$ cat src/rtl/cnu_serial_pkg.sv
// cnu_serial_pkg: widths, state encodings and arithmetic helpers for the serial check-node unit
package cnu_serial_pkg;
  localparam int D      = 8;
  localparam int RES_W  = 8;
  localparam int EXT_W  = 3;
  localparam int IDX_W  = 3;
  localparam int DATA_W = RES_W + EXT_W;
  localparam int MAG_W  = DATA_W - 1;
  localparam int SW     = DATA_W + 2;
  localparam logic [MAG_W-1:0] MAG_ONES = '1;
  localparam logic [IDX_W:0]   DEG_MIN  = (IDX_W+1)'(2);
  localparam logic [IDX_W:0]   DEG_MAX  = (IDX_W+1)'(D);
  typedef logic signed [SW-1:0] sw_t;
  localparam sw_t R_MAX = sw_t'(2**(RES_W-1) - 1);
  typedef enum logic {C_RUN, C_WAIT} c_state_e;
  typedef enum logic {E_EMPTY, E_BUSY} e_state_e;
  typedef struct packed {
    logic [MAG_W-1:0] m1;
    logic [MAG_W-1:0] m2;
    logic [IDX_W-1:0] idx;
    logic             par;
  } summ_t;
  // |x| with the most negative value folded onto the largest magnitude
  function automatic logic [MAG_W-1:0] abs_sat(input logic signed [DATA_W-1:0] x);
    logic [DATA_W-1:0] a;
    a = x[DATA_W-1] ? -x : x;
    return a[DATA_W-1] ? MAG_ONES : a[MAG_W-1:0];
  endfunction
  // Symmetric clamp to +/-(2^(RES_W-1)-1)
  function automatic logic [RES_W-1:0] sat_sym(input sw_t x);
    sw_t y;
    y = x > R_MAX ? R_MAX : x < -R_MAX ? -R_MAX : x;
    return y[RES_W-1:0];
  endfunction
  // Normalized min-sum: floor(3*m/4)
  function automatic sw_t scale34(input logic [MAG_W-1:0] m);
    logic [SW-1:0] u;
    u = SW'(m);
    return sw_t'((u + (u << 1)) >> 2);
  endfunction
endpackage

$ cat src/rtl/cnu_serial_minsel.sv
// cnu_serial_minsel: combinational min/min2/index/parity update for one incoming message
module cnu_serial_minsel
  import cnu_serial_pkg::*;
(
  input  logic [MAG_W-1:0] mag,
  input  logic             sgn,
  input  logic [IDX_W-1:0] cnt,
  input  logic [MAG_W-1:0] m1_i,
  input  logic [MAG_W-1:0] m2_i,
  input  logic [IDX_W-1:0] idx_i,
  input  logic             par_i,
  output logic [MAG_W-1:0] m1_o,
  output logic [MAG_W-1:0] m2_o,
  output logic [IDX_W-1:0] idx_o,
  output logic             par_o
);
  logic first;
  logic lt_m1;
  logic lt_m2;
  assign first = cnt == '0;
  assign lt_m1 = mag < m1_i;
  assign lt_m2 = mag < m2_i;
  // First message seeds the summary; strict compares keep the earliest index on ties
  always_comb begin
    m1_o  = first || lt_m1 ? mag : m1_i;
    m2_o  = first ? MAG_ONES : lt_m1 ? m1_i : lt_m2 ? mag : m2_i;
    idx_o = first ? '0 : lt_m1 ? cnt : idx_i;
    par_o = first ? sgn : par_i ^ sgn;
  end
endmodule

$ cat src/rtl/cnu_serial.sv
// cnu_serial: serial variable-degree min-sum check-node unit; CNU_OFFSET_EN adds offset-min-sum mode
module cnu_serial
  import cnu_serial_pkg::*;
#(
  parameter int OFFSET = 1
) (
  input  logic              clk,
  input  logic              rst,
  input  logic              en,
  input  logic [IDX_W:0]    deg,
  input  logic              mode,
  input  logic              in_valid,
  output logic              in_ready,
  input  logic [DATA_W-1:0] q,
  output logic              out_valid,
  input  logic              out_ready,
  output logic [RES_W-1:0]  r,
  output logic [IDX_W-1:0]  r_idx,
  output logic              r_last
);
  c_state_e         c_state_q, c_state_d;
  e_state_e         e_state_q, e_state_d;
  logic [IDX_W-1:0] cnt_q, cnt_d, ridx_q, ridx_d;
  logic [IDX_W:0]   degc_q, degc_d, dege_q, dege_d, deg_cl, deg_cur;
  summ_t            sum_q, sum_d, sume_q, sume_d, sum_upd;
  logic [D-1:0]     sgn_q, sgn_d, sgne_q, sgne_d, sgn_upd;
  logic [MAG_W-1:0] mag, m;
  logic             sgn_in, acc, rd, drain, last_acc, bank_free, xfer;
  sw_t              t, sv;

  assign mag       = abs_sat(q);
  assign sgn_in    = q[DATA_W-1];
  assign deg_cl    = (deg < DEG_MIN || deg > DEG_MAX) ? DEG_MAX : deg;
  assign deg_cur   = cnt_q == '0 ? deg_cl : degc_q;
  assign in_ready  = en && c_state_q == C_RUN;
  assign out_valid = en && e_state_q == E_BUSY;
  assign r_idx     = ridx_q;
  assign r_last    = {1'b0, ridx_q} == dege_q - 1'b1;
  assign acc       = in_valid && in_ready;
  assign rd        = out_valid && out_ready;
  assign drain     = rd && r_last;
  assign last_acc  = acc && {1'b0, cnt_q} == deg_cur - 1'b1;
  assign bank_free = e_state_q == E_EMPTY || drain;
  assign xfer      = en && bank_free && (last_acc || c_state_q == C_WAIT);
  assign sgn_upd   = (cnt_q == '0 ? '0 : sgn_q) | (D'(sgn_in) << cnt_q);

  cnu_serial_minsel u_minsel (
    .mag   (mag),
    .sgn   (sgn_in),
    .cnt   (cnt_q),
    .m1_i  (sum_q.m1),
    .m2_i  (sum_q.m2),
    .idx_i (sum_q.idx),
    .par_i (sum_q.par),
    .m1_o  (sum_upd.m1),
    .m2_o  (sum_upd.m2),
    .idx_o (sum_upd.idx),
    .par_o (sum_upd.par)
  );

  // Collector: fold accepted q into the summary, park in C_WAIT while the emit bank is busy
  always_comb begin
    sum_d     = acc ? sum_upd : sum_q;
    sgn_d     = acc ? sgn_upd : sgn_q;
    degc_d    = (acc && cnt_q == '0) ? deg_cl : degc_q;
    cnt_d     = xfer ? '0 : (acc && !last_acc) ? cnt_q + 1'b1 : cnt_q;
    c_state_d = xfer ? C_RUN : last_acc ? C_WAIT : c_state_q;
  end

  // Emitter: load a finished row on transfer, step r_idx per handshake, free after r_last
  always_comb begin
    sume_d    = xfer ? sum_d : sume_q;
    sgne_d    = xfer ? sgn_d : sgne_q;
    dege_d    = xfer ? deg_cur : dege_q;
    e_state_d = xfer ? E_BUSY : drain ? E_EMPTY : e_state_q;
    ridx_d    = (xfer || drain) ? '0 : rd ? ridx_q + 1'b1 : ridx_q;
  end

`ifdef CNU_OFFSET_EN
  // Output magnitude: offset-min-sum when mode is set, else normalized x3/4
  always_comb begin
    m = ridx_q == sume_q.idx ? sume_q.m2 : sume_q.m1;
    t = mode ? (m > MAG_W'(OFFSET) ? sw_t'(m - MAG_W'(OFFSET)) : '0) : scale34(m);
  end
`else
  logic unused_mode;
  assign unused_mode = mode ^ (OFFSET < 0);
  // Output magnitude: normalized x3/4 of min, or min2 at the minimum's own position
  always_comb begin
    m = ridx_q == sume_q.idx ? sume_q.m2 : sume_q.m1;
    t = scale34(m);
  end
`endif

  // Apply extrinsic sign and clamp symmetrically
  always_comb begin
    sv = (sume_q.par ^ sgne_q[ridx_q]) ? -t : t;
    r  = sat_sym(sv);
  end

  // State registers; en=0 holds everything because no handshake or transfer can fire
  always_ff @(posedge clk or posedge rst) begin
    if (rst) begin
      c_state_q <= C_RUN;
      e_state_q <= E_EMPTY;
      cnt_q     <= '0;
      ridx_q    <= '0;
      degc_q    <= '0;
      dege_q    <= '0;
      sum_q     <= '0;
      sume_q    <= '0;
      sgn_q     <= '0;
      sgne_q    <= '0;
    end else begin
      c_state_q <= c_state_d;
      e_state_q <= e_state_d;
      cnt_q     <= cnt_d;
      ridx_q    <= ridx_d;
      degc_q    <= degc_d;
      dege_q    <= dege_d;
      sum_q     <= sum_d;
      sume_q    <= sume_d;
      sgn_q     <= sgn_d;
      sgne_q    <= sgne_d;
    end
  end
endmodule

$ cat config.mk
export PLATFORM = sky130hd
export DESIGN_NAME = cnu_serial
export DESIGN_NICKNAME = d
export VERILOG_FILES = /design/src/rtl/cnu_serial_pkg.sv /design/src/rtl/cnu_serial_minsel.sv /design/src/rtl/cnu_serial.sv
export SDC_FILE = /design/constraint.sdc
export NUM_CORES = 1
export LEC_CHECK = 0
export BUFFER_PORTS_ARGS = -buffer_cell sky130_fd_sc_hd__buf_2
export CAP_MARGIN = 20
export CORE_MARGIN = 3
export CORE_UTILIZATION = 60
export CTS_BUF_LIST = sky130_fd_sc_hd__clkbuf_4 sky130_fd_sc_hd__clkbuf_8
export DETAILED_ROUTE_END_ITERATION = 10
export PLACE_DENSITY = 0.85
export SYNTH_ARGS = -nofsm -noshare
export SYNTH_HDL_FRONTEND = slang
export SYNTH_SLANG_ARGS = --single-unit
$ cat constraint.sdc
create_clock -name clk -period 12.05 [get_ports clk]
set_input_delay 1.8075 -clock clk [delete_from_list [all_inputs] [get_ports clk]]
set_output_delay 1.8075 -clock clk [all_outputs]
set_load 0.005 [all_outputs]
Word level (Yosys, flattened, before mapping)
Cells that the tools add are included.
- eq/ne operators: 3
- $lt $le $gt $ge: 7
- add/sub/neg operators: 7
- bitwise gates (word level): 5
- reduce and logical (&&, ||, !) cells: 21
- mux-type cells: 28
- shift-type cells: 1
- operators with widths (kind ; number):
    $mux W10 ; 6
    $mux W8 ; 4
    $mux W24 ; 1
    $lt A10 B10 Y1 ; 2
    $mux W3 ; 6
    $gt A13 B8 Y1 const B ; 1
    $lt A13 B8 Y1 const B ; 1
    $mux W13 ; 1
    $neg A10 Y13 ; 1
    $add A10 B11 Y12 ; 1
    $mux W11 ; 1
    $neg A11 Y11 ; 1
    $logic_and A1 B1 Y1 ; 10
    $eq A3 B4 Y1 ; 2
    $mux W4 ; 2
    $or A8 B8 Y8 ; 1
    $reduce_bool A2 Y1 ; 4
    $shl A1 B3 Y8 ; 1
    $sub A4 B1 Y4 const B ; 2
    $add A3 B1 Y3 const B ; 2
    $mux W1 ; 6
    $logic_or A1 B1 Y1 ; 5
    $gt A4 B4 Y1 const B ; 1
    $lt A3 B4 Y1 const B ; 1
    other kinds (7) ; 9
- flip-flop bits (word level): 80
- output and inout bits: 14
- logic and storage cells: 88
- bits of input ports: 21

Depth between registers and ports, before layout
- depth in word-level cells: 11
- gate-level depth with buffers: 19
- depth with buffers taken out: 18

By module
Synthesis repeated with hierarchy kept, for this count alone.
- cells, all modules: 599
- area total of the unflattened synthesis: 5723.0 um2
- by module, submodules not included (module ; times used ; cells each ; sequential area each (um2) ; area each (um2)):
    cnu_serial ; 1 ; 492 ; 2001.9 ; 4784.6
    cnu_serial_minsel ; 1 ; 107 ; 0.0 ; 938.4

Worst setup path after synthesis
OpenSTA, ideal clock, no wires.
- path kind: reg2out
- start point: register ridx_q[0] (netlist: r_idx[0])
- end point: output port r[0]
- path buffers: 3
- required time: 10242 ps
- stages on the path, launching flop included: 18
- path slack: 6085 ps
- arrival: 4158 ps
- path through: dfrtp_1 -> buf_2 -> xnor2_2 -> and3_1 -> buf_4 -> mux2_2 -> and2_1 -> fa_1 -> xor2_1 -> inv_1 -> ha_1 -> clkdlybuf4s15_2 -> o211a_1 -> or4_4 -> and3_4 -> nand4_2 -> a31oi_4 -> or3b_1
- cells in the longest elaborated chain, start to end: 8
- elaborated cells on any way between the ends: 12
- classes of those cells: add/sub (2); order compare (2); eq/ne (1); mux (6); bitwise (1)
- ends and longest elaborated chain (what ; RTL line ; RTL):
    from (decl) ; cnu_serial.sv:23 ; logic [IDX_W-1:0] cnt_q, cnt_d, ridx_q, ridx_d;
    from (signal assigned) ; cnu_serial.sv:118 ; ridx_q <= ridx_d;
    $eq A3 B3 Y1 ; cnu_serial.sv:90 ; m = ridx_q == sume_q.idx ? sume_q.m2 : sume_q.m1;
    $mux W10 ; cnu_serial.sv:90 ;
    $add A10 B11 Y12 ; cnu_serial_pkg.sv:39 ; return sw_t'((u + (u << 1)) >> 2);
    $neg A10 Y13 ; cnu_serial.sv:97 ; sv = (sume_q.par ^ sgne_q[ridx_q]) ? -t : t;
    $mux W13 * ; cnu_serial.sv:97 ;
    $lt A13 B8 Y1 ; cnu_serial_pkg.sv:32 ; y = x > R_MAX ? R_MAX : x < -R_MAX ? -R_MAX : x;
    $mux W8 ; cnu_serial_pkg.sv:32 ;
    $mux W8 * ; cnu_serial_pkg.sv:32 ;
    to (decl) ; cnu_serial.sv:17 ; output logic [RES_W-1:0] r,
Every way passes the cells marked *; elsewhere a longest branch is shown, timed or not. The select of a mux whose other input is x is not followed.

Worst setup path after layout
- start point: register ridx_q[2] (netlist: r_idx[2])
- end point: output port r[0]
The elaborated chain is that of the path after synthesis.

==> results.yml <==
status:
  status: "complete, no violations"
yosys:
  dominantRegCellSynth: "dfrtp_1"
  synth_cells: 580
  ys_seq_area_share_pct: 36.5
  syn_area_um2: 5490
  ys_types: 79
  yosys.area.top_type: "dfrtp_1"
  async_flop_share_pct: 100
  ys_seq_elements: 80
  synth_top_area_share_pct: 36.5
  syn-num-nets: 637
  synth.avg_cell_area_um2: 9.46
  synth_enable_flop_cells: 0
  yosysMostFrequentCell: "dfrtp_1"
  synth_warnings: 0
  synth_area_leaders: "dfrtp_1 (36%), mux2_2 (8.0%), ha_1 (8.0%)"
  synth_common_cells: "dfrtp_1 (80), nand2_1 (64), nor2_1 (49)"
global_routing:
  grt_pass1_wl_um: 20400
  grt_max_degree: 81
  grt_use_total_pct: 25.0
  antenna_found_initial: 0
  first_global_vias: 4433
  globalRouteOverflowTotal: 0
floorplan:
  dieWidth_um: 102
  row_count: 34
  io_pins: 35
  dieArea_um2: 10300
  coreArea_um2: 8810
  die_y_um: 102
  start_util_pct: 62.3
finish:
  final_nets: 662
  diodes: 0
  seq_area_um2: 2000
  syn2layout_area_growth_pct: 7.45
  post-route-util_pct: 67.0
  fill_cells: 660
  multi_input_area_um2: 3220
  drive_gt1_share_pct: 20.5
routing:
  drtIter0Drc: 219
  ant_nets: 0
  wl_um: 12200
  drc: 0
  routedWlPerCell_um: 16.9
  vias_per_cell: 6.10
  dr.pass1.iters: 5
  num_vias: 4381
clocking:
  cts_tree: "done"
  cts_made_buffers: 9
  holdBufCountCts: 0
  htree_num_levels: 3
  clk_latency_ns: 0.37
  cts_root_buffer: "clkbuf_8"
  postCtsSetupBuffers: 0
  clock_path_buffers: 2
  cts.clk_slew.worst_paths_ns: 0.08
  cts.sinks: 80
  cts_resized: 0
placement:
  io_buffers: 33
  gp_congestion: 0.922
  dp_hpwl_um: 9040
job:
  max_cap_violations: 0
sta:
  maxSlewViolCount: 0
  max_freq_mhz: 141
  rsz0062_at_grt: "false"
  hold_viol_final: 0
  fin_crit_ns: 7.07
  fin_skew_ns: 0.0117
  setup_viol: 0
  tightest_slew_ns: 1.08
  relSlewSlack_pct: 28.2
  min_period_over_period_pct: 58.7
  tns_ns: 0
critical_path:
  path_class: "reg2out"
  end_kind: "primary output"
  cp_common_cell: "xnor2_1"
  cp_max_fo: 10
  crit_chain: "xnor2_1, and3_1, mux2_2, and2_1, fa_1, a21o_2, a221oi_2, xnor2_1, a311oi_2, nor3_1, a311o_1, o21ai_1, a31oi_4, or3b_1, buf_2"
  start_kind: "register"
  cp_num_buf_inv: 1
  cp_top_family: "compound AO/OA/AOI/OAI gates"
  cpPeakStageDelay_ns: 0.60
  critPathRequiredTime_ns: 10.24
  slowest_stage: "and3_1"
  critPathArrivalTime_ns: 5.26
min_path:
  hold_class: "reg2reg"
through the flow:
step                      cells  hold WS [ns]  setup WS, ns  instance area [µm²]
after floorplan             580         0.442          6.08                 5490
after global placement      702         0.463          5.60                 5700
after detailed placement    702         0.471          5.39                 5700
after CTS                   718         0.491          4.97                 5900
after global routing        718         0.518          4.55                 5900
final                       718         0.489          4.98                 5900
metal layers:
layer | track usage [%] | vias up | wire, µm
met5 | 0 | - | 0
met3 | 6.96 | 29 | 588
met2 | 43.6 | 115 | 6170
met1 | 29.3 | 2110 | 5050
met4 | 9.51 | 0 | 349
li1 | - | 2127 | -
area by class of cell:
| type | count | share of cell area, % |
|---|---|---|
| Clock inverter | 7 | 1.29 |
| Inverter | 44 | 2.80 |
| Sequential cell | 80 | 33.9 |
| Clock buffer | 9 | 2.10 |
| Tap cell | 108 | 2.29 |
| Multi-Input combinational cell | 435 | 54.5 |
| Timing Repair Buffer | 35 | 3.05 |
tightest hold or removal path, delay by kind of cell (launching register included):
family / cells / cell delay, ns
AND/OR/NAND/NOR: 1 / 0.05
AO/OA/AOI/OAI: 1 / 0.06
flip-flops: 1 / 0.35
cells by family after synthesis:
logic type,after synthesis,synth area share (%)
compound gates,142,18.7
flops,80,36.5
buf+inv,65,4.99
fa+ha+maj,36,8.34
mux,53,11.4
simple gates,177,15.4
xor+xnor,27,4.72
layout by cell type (no fill, tap or decap), types with 3 or more instances in the layout:
cell type	synthesis	layout
mux2i_1	10	10
nand4_1	3	3
xor2_1	12	12
mux2_2	39	39
o41ai_1	3	3
o21a_1	3	3
a22o_1	6	6
nand2_1	64	64
and3_1	3	3
o21ai_0	25	25
inv_1	44	43
clkbuf_8	0	9
nor3_1	12	12
nand3_1	8	8
nor2b_1	8	7
a31o_2	4	4
a211oi_1	3	3
ha_1	35	35
o21bai_1	3	3
nor2_1	49	49
a21oi_1	30	30
a21o_1	8	8
buf_2	5	33
o22ai_1	12	12
xnor2_1	12	12
nand2b_1	7	7
nor4_1	3	3
and2_1	4	4
a21boi_0	3	3
dfrtp_1	80	80
inv_6	0	3
a21o_2	5	5
a41oi_1	3	3
a31oi_1	7	7
registers in the layout (all words and copies together), names as in the netlist:
| name | cells |
|---|---|
| cnt_q | 3 |
| sgne_q | 8 |
| sgn_q | 8 |
| degc_q | 4 |
| r_idx | 3 |
| sume_q | 24 |
| c_state_q | 1 |
| sum_q | 24 |
| e_state_q | 1 |
| dege_q | 4 |
final timing paths:
kind	from	endpoint	slack [ns]	cells after the start
max in group asynchronous	rst	sume_q[11]	9.68	3
worst max register to register	cnt_q[0]	sume_q[11]	7.62	11
worst min register to register	degc_q[1]	degc_q[1]	0.49	2
worst min-delay path	degc_q[1]	degc_q[1]	0.49	2
worst max-delay path	r_idx[2]	r[0]	4.98	15
min in group asynchronous	rst	sum_q[13]	1.73	3
Power is left out: the tool's default activity adds up to more than one toggle a clock period on the data nets, which glitch-free logic cannot reach.
